--- src/rtl/ahb_resp_mux.sv ---
// rtl/ahb_resp_mux.sv - AHB data-phase response mux with built-in default slave
module ahb_resp_mux #(
  parameter int NUM_SLAVES = 2,
  parameter int SEL_W      = 1,
  parameter int DATA_W     = 32
) (
  input  logic                         hclk,
  input  logic                         hreset,
  input  logic [SEL_W-1:0]             sel,
  input  logic [1:0]                   htrans,
  input  logic [NUM_SLAVES*DATA_W-1:0] hrdata_s,
  input  logic [NUM_SLAVES-1:0]        hreadyout_s,
  input  logic [NUM_SLAVES-1:0]        hresp_s,
  output logic [DATA_W-1:0]            hrdata,
  output logic                         hready,
  output logic                         hresp
);

  typedef enum logic [1:0] {
    ST_IDLE,
    ST_SLAVE,
    ST_ERR1,
    ST_ERR2
  } state_t;

  state_t           state, state_nxt;
  logic [SEL_W-1:0] data_sel, data_sel_nxt;
  logic             sel_mapped;
  logic [DATA_W-1:0] slv_rdata;
  logic             slv_ready;
  logic             slv_resp;

  assign sel_mapped = (32'(sel) < 32'(NUM_SLAVES));

  // Compare-and-pick keeps an unmapped data_sel from ever indexing the buses.
  always_comb begin
    slv_rdata = '0;
    slv_ready = 1'b1;
    slv_resp  = 1'b0;
    for (int k = 0; k < NUM_SLAVES; k++) begin
      if (data_sel == SEL_W'(k)) begin
        slv_rdata = hrdata_s[k*DATA_W +: DATA_W];
        slv_ready = hreadyout_s[k];
        slv_resp  = hresp_s[k];
      end
    end
  end

  always_comb begin
    hready = 1'b1;
    hresp  = 1'b0;
    hrdata = '0;
    case (state)
      ST_SLAVE: begin
        hready = slv_ready;
        hresp  = slv_resp;
        hrdata = slv_rdata;
      end
      ST_ERR1: begin
        hready = 1'b0;
        hresp  = 1'b1;
      end
      ST_ERR2: begin
        hready = 1'b1;
        hresp  = 1'b1;
      end
      default: ;
    endcase
  end

  always_comb begin
    state_nxt    = state;
    data_sel_nxt = data_sel;
    if (state == ST_ERR1) begin
      state_nxt = ST_ERR2;
    end else if (hready) begin
      if (sel_mapped) begin
        state_nxt    = ST_SLAVE;
        data_sel_nxt = sel;
      end else if (htrans[1]) begin
        state_nxt = ST_ERR1;
      end else begin
        state_nxt = ST_IDLE;
      end
    end
  end

  always_ff @(posedge hclk) begin
    if (hreset) begin
      state    <= ST_IDLE;
      data_sel <= '0;
    end else begin
      state    <= state_nxt;
      data_sel <= data_sel_nxt;
    end
  end

endmodule
--- config.mk ---
export PLATFORM = sky130hd
export DESIGN_NAME = ahb_resp_mux
export DESIGN_NICKNAME = d
export VERILOG_FILES = /design/src/rtl/ahb_resp_mux.sv
export SDC_FILE = /design/constraint.sdc
export NUM_CORES = 1
export LEC_CHECK = 0
export ABC_AREA = 1
export BUFFER_PORTS_ARGS = -buffer_cell sky130_fd_sc_hd__buf_2
export CAP_MARGIN = 20
export CORE_ASPECT_RATIO = 1.75
export CORE_UTILIZATION = 31
export CTS_CLUSTER_DIAMETER = 100
export DETAILED_ROUTE_END_ITERATION = 10
export PLACE_DENSITY = 0.81
export SLEW_MARGIN = 20
export SYNTH_ARGS = -nofsm -noshare
export SYNTH_HDL_FRONTEND = slang
export SYNTH_SLANG_ARGS = --single-unit
--- constraint.sdc ---
create_clock -name hclk -period 1.3 [get_ports hclk]
set_input_delay 0.065 -clock hclk [delete_from_list [all_inputs] [get_ports hclk]]
set_output_delay 0.065 -clock hclk [all_outputs]
set_load 0.005 [all_outputs]
## Word-level counts from Yosys, hierarchy flattened

Index checks and enable logic that the tools add are counted.

| word-level totals | value |
|---|---|
| flip-flop bits (word level) | 3 |
| bits of input ports | 73 |
| output and inout bits | 34 |
| word-level logic and storage cells | 17 |

| operators by class | value |
|---|---|
| eq/ne operators | 3 |
| multiplexer cells | 8 |
| bitwise operators | 1 |
| reduce and logical (&&, ||, !) cells | 3 |

Operators with widths:

| cell | count |
|---|---|
| $mux W32 | 2 |
| $eq A2 B2 Y1 const B | 2 |
| $mux W2 | 2 |
| $pmux W1 S2 | 2 |
| $eq A2 B1 Y1 const B | 1 |
| $mux W1 | 2 |
| $reduce_and A2 Y1 | 1 |
| $reduce_bool A2 Y1 | 1 |
| $reduce_or A2 Y1 | 1 |
| $not A1 Y1 | 1 |

## Depth between registers and ports, before layout

| depth | value |
|---|---|
| depth in word-level cells | 4 |
| mapped depth | 8 |
| depth with buffers taken out | 7 |

## Worst setup path after synthesis

OpenSTA, ideal clock, no wires.

| timing path | value |
|---|---|
| path kind | reg2reg |
| from | reg data_sel |
| to | reg data_sel |
| library setup time | 0.113 ns |
| data arrival time | 0.798 ns |
| required time | 1.187 ns |
| setup slack | 0.389 ns |
| cell stages (with the launch flop) | 9 |
| buffers on the path | 1 |
| clock period less this slack | 0.911 ns |
| path through | dfxtp_1 -> buf_6 -> inv_8 -> nand2_2 -> nand2_2 -> nand2_1 -> nand2_2 -> nor2_1 -> nor2_1 |

| between the ends | value |
|---|---|
| word-level cells in the longest chain between the ends | 3 |

RTL lines:

| element | line | source |
|---|---|---|
| start, declared | 27 | `logic [SEL_W-1:0] data_sel, data_sel_nxt;` |
| start signal, assigned | 94 | `data_sel <= data_sel_nxt;` |
| $mux W1 | 41 | `if (data_sel == SEL_W'(k)) begin` |
| $pmux W1 S2 | 53 | `case (state)` |
| net hready | 15 | `output logic hready,` |
| $reduce_and A2 Y1 (no line) | n/a |  |

The timed path passes the listed nets, and every way through them passes these cells.
A chain may end at the register's enable or synchronous reset.

## Final worst setup path

| timing path | value |
|---|---|
| from | reg state[0] |
| to | out hrdata[1] |

| between the ends | value |
|---|---|
| word-level cells in the longest chain between the ends | 2 |

RTL lines:

| element | line | source |
|---|---|---|
| start, declared | 26 | `state_t state, state_nxt;` |
| start signal, assigned | 93 | `state <= state_nxt;` |
| $eq A2 B1 Y1 | 53 |  |
| $mux W32 | 53 |  |
| end, declared | 14 | `output logic [DATA_W-1:0] hrdata,` |

Every way passes these cells.

==> impl_metrics.sql <==
INSERT INTO impl_metrics (metric_group, metric, value, unit) VALUES
('setup_path', 'timing.critical_path.max_delay_family', 'buffers and inverters', ''),
('logic_synthesis', 'synth_ff_type', 'dfxtp_1', ''),
('detailed_routing', 'postRouteAntennaNets', '0', ''),
('global_routing', 'number_of_antenna_violations_at_the_first_check_in_global_routing', '0', ''),
('logic_synthesis', 'yosys-top-cells-count', 'nand2_1, a21oi_2, buf_4', ''),
('logic_synthesis', 'synth_top_cells_by_area', 'a21oi_2, nand2_1, dfxtp_1, buf_4, buf_6', ''),
('detailed_routing', 'drt_wl_total', '2777', 'um'),
('floorplanning', 'floorplan.core_area', '2331', 'um^2'),
('timing', 'tightestPinTransition', '0.1685', 'ns'),
('logic_synthesis', 'synth_enable_flop_cells', '0', ''),
('detailed_routing', 'route.detailed.vias_per_inst', '4.536', ''),
('global_routing', 'grt_first_pass_wirelength', '3588', 'um'),
('timing', 'slew_headroom', '0.8877', ''),
('setup_path', 'worstPathRequired', '1.24', 'ns'),
('setup_path', 'setup.worst_path.start_class', 'flip-flop', ''),
('floorplanning', 'io-pin-count', '107', ''),
('timing', 'rsz0062_at_grt', 'true', ''),
('cells_and_area', 'post_route_cells_drive_above_1_share', '0.6597', ''),
('global_routing', 'grt_max_degree', '31', ''),
('detailed_routing', 'drt-wirelength-per-cell', '10.56', 'um'),
('setup_path', 'critical_path.startpoint', 'state[0]', ''),
('clock_network', 'clock_latency', '0.22', 'ns'),
('detailed_routing', 'drtPass1Iterations', '4', ''),
('logic_synthesis', 'seq_area_frac_synth', '0.07692', ''),
('logic_synthesis', 'postSynthCellCount', '131', ''),
('timing', 'setup_viol_count_final', '0', ''),
('detailed_routing', 'detail_route.drc_violations', '0', ''),
('logic_synthesis', 'syn_warnings', '0', ''),
('global_routing', 'use_met2', '0.3508', ''),
('logic_synthesis', 'postSynthRegisterBits', '3', ''),
('setup_path', 'critPathMaxStageDelay', '0.32', 'ns'),
('setup_path', 'cp_num_buf_inv', '4', ''),
('power', 'pwr-share-comb', '0.554', ''),
('power', 'cellInternalPower', '549.6', 'uW'),
('logic_synthesis', 'netlist.area_leader.share', '0.3365', ''),
('power', 'max-vdd-ir-drop', '0.6382', 'mV'),
('setup_path', 'cpMaxStageDelayCell', 'dfxtp_2', ''),
('place', 'pre_cts_slack', '0.1500', 'ns'),
('outcome', 'run_status', 'completed', ''),
('worst_hold_path', 'holdCritStartpoint', 'hreset', ''),
('setup_path', 'cp-end-kind', 'primary output', ''),
('clock_network', 'root_buffer_cell', 'clkbuf_8', ''),
('global_routing', 'grtUsageTotal', '0.1792', ''),
('run', 'maxCapViolCount', '0', ''),
('detailed_routing', 'vias', '1193', ''),
('power', 'pwr_density_cell', '598.3', 'nW/um^2'),
('cells_and_area', 'flow.area_growth_from_synthesis', '82.21', '%'),
('clock_network', 'tritoncts.num_buffers', '3', ''),
('clock_network', 'htree_num_levels', '1', ''),
('cells_and_area', 'nets', '312', ''),
('setup_path', 'rr_startpoint', 'data_sel', ''),
('setup_path', 'crit_chain', 'inv_2, nor2_4, inv_4, buf_6, a21oi_2, buf_2', ''),
('timing', 'timing.fmax', '0.7977', 'GHz'),
('clock_network', 'clk_pin_slew_worst_paths', '0.03', 'ns'),
('logic_synthesis', 'mappedNetlistNets', '204', ''),
('global_routing', 'fraction_of_met1_tracks_used_by_global_routing', '0.1847', ''),
('global_routing', 'globalRoute.busiestLayer', 'met2', ''),
('setup_path', 'category_of_the_most_critical_setup_path', 'reg -> out', ''),
('logic_synthesis', 'synth_area', '780.7', 'um^2'),
('logic_synthesis', 'synthArstFlopShare', '0', ''),
('global_routing', 'grt_util_met3', '0.009740', ''),
('floorplanning', 'std_cell_rows', '23', ''),
('power', 'power.switching', '301.6', 'uW'),
('power', 'clock_power_share', '0.318', ''),
('power', 'p_total', '851.1', 'uW'),
('floorplanning', 'die_boundary_height', '68.39', 'um'),
('detailed_routing', 'first_iter_violations', '22', ''),
('place', 'portbufs', '104', ''),
('timing', 'fin_ws', '0.04639', 'ns'),
('power', 'switching_share', '0.3543', ''),
('worst_hold_path', 'timing.hold.worst.class', 'in -> reg', '');
cells in the final DEF (no fill, tap or decap), types with 2 or more instances in the layout:
master,n
clkbuf_8,3
a21oi_1,2
buf_4,2
nor2_1,4
buf_2,104
nand3_1,2
a21oi_2,30
buf_6,3
buf_12,2
nand2_1,67
inv_1,2
nand2_2,5
final timing paths:
path               end  depth (start not counted)
max          hrdata[1]                          6
min           state[1]                          2
max reg2reg   data_sel                          7
min reg2reg   state[1]                          2
state kept, by name, indices dropped and copies added, names as in the netlist:
name      count
data_sel      1
state         2
cell families (layout without fill, tap and decap cells):
group	Yosys count	in the layout	share of synthesized area
and+or+nand+nor	79	79	0.4086
AOI/OAI and AO/OA	34	34	0.3654
DFF	3	3	0.07693
buffers and inverters	15	122	0.1490
power groups by stage:
stage / Combinational [uW] / Sequential [uW] / Clock [uW]
6_report: 471 / 109 / 270
5_1_grt: 529 / 111 / 281
4_1_cts: 445 / 104 / 277
3_5_place_dp: 441 / 105 / 0
3_3_place_gp: 434 / 105 / 0
2_1_floorplan: 260 / 100 / 0
routing by layer:
metal / vias up / part of all wire
met3: 0 / 0.047
met4: 0 / 0
met2: 47 / 0.60
li1: 629 / -
met1: 517 / 0.35
met5: - / 0
stage by stage:
| step | instance area (um^2) | util | hold slack (ns) | instances |
|---|---|---|---|---|
| after floorplan | 780.7 | - | 0.1374 | 131 |
| after global placement | 1287 | 0.5523 | 0.2390 | 256 |
| after detailed placement | 1287 | 0.5523 | 0.2440 | 256 |
| after CTS | 1338 | 0.5738 | 0.01834 | 260 |
| after global routing | 1423 | 0.6103 | 0.03214 | 263 |
| final | 1423 | 0.6103 | 0.02319 | 263 |
final cells by class:
type / instances / area (um^2)
Inverter: 5 / 33.78
Timing Repair inverter: 1 / 8.758
Clock buffer: 4 / 45.04
Multi-Input combinational cell: 113 / 604.3
Tap cell: 25 / 31.28
Fill cell: 229 / 908.4
Timing Repair Buffer: 112 / 634.4
Sequential cell: 3 / 65.06
repair_timing:
item                                    in CTS  in global routing
pin swaps                                    0                  1
buffers inserted                             0                  1
gates resized for setup                      2                 12
gates cloned                                 0                  2
endpoints found under the setup margin      22                 32
Power figures use the tool's default switching activity.
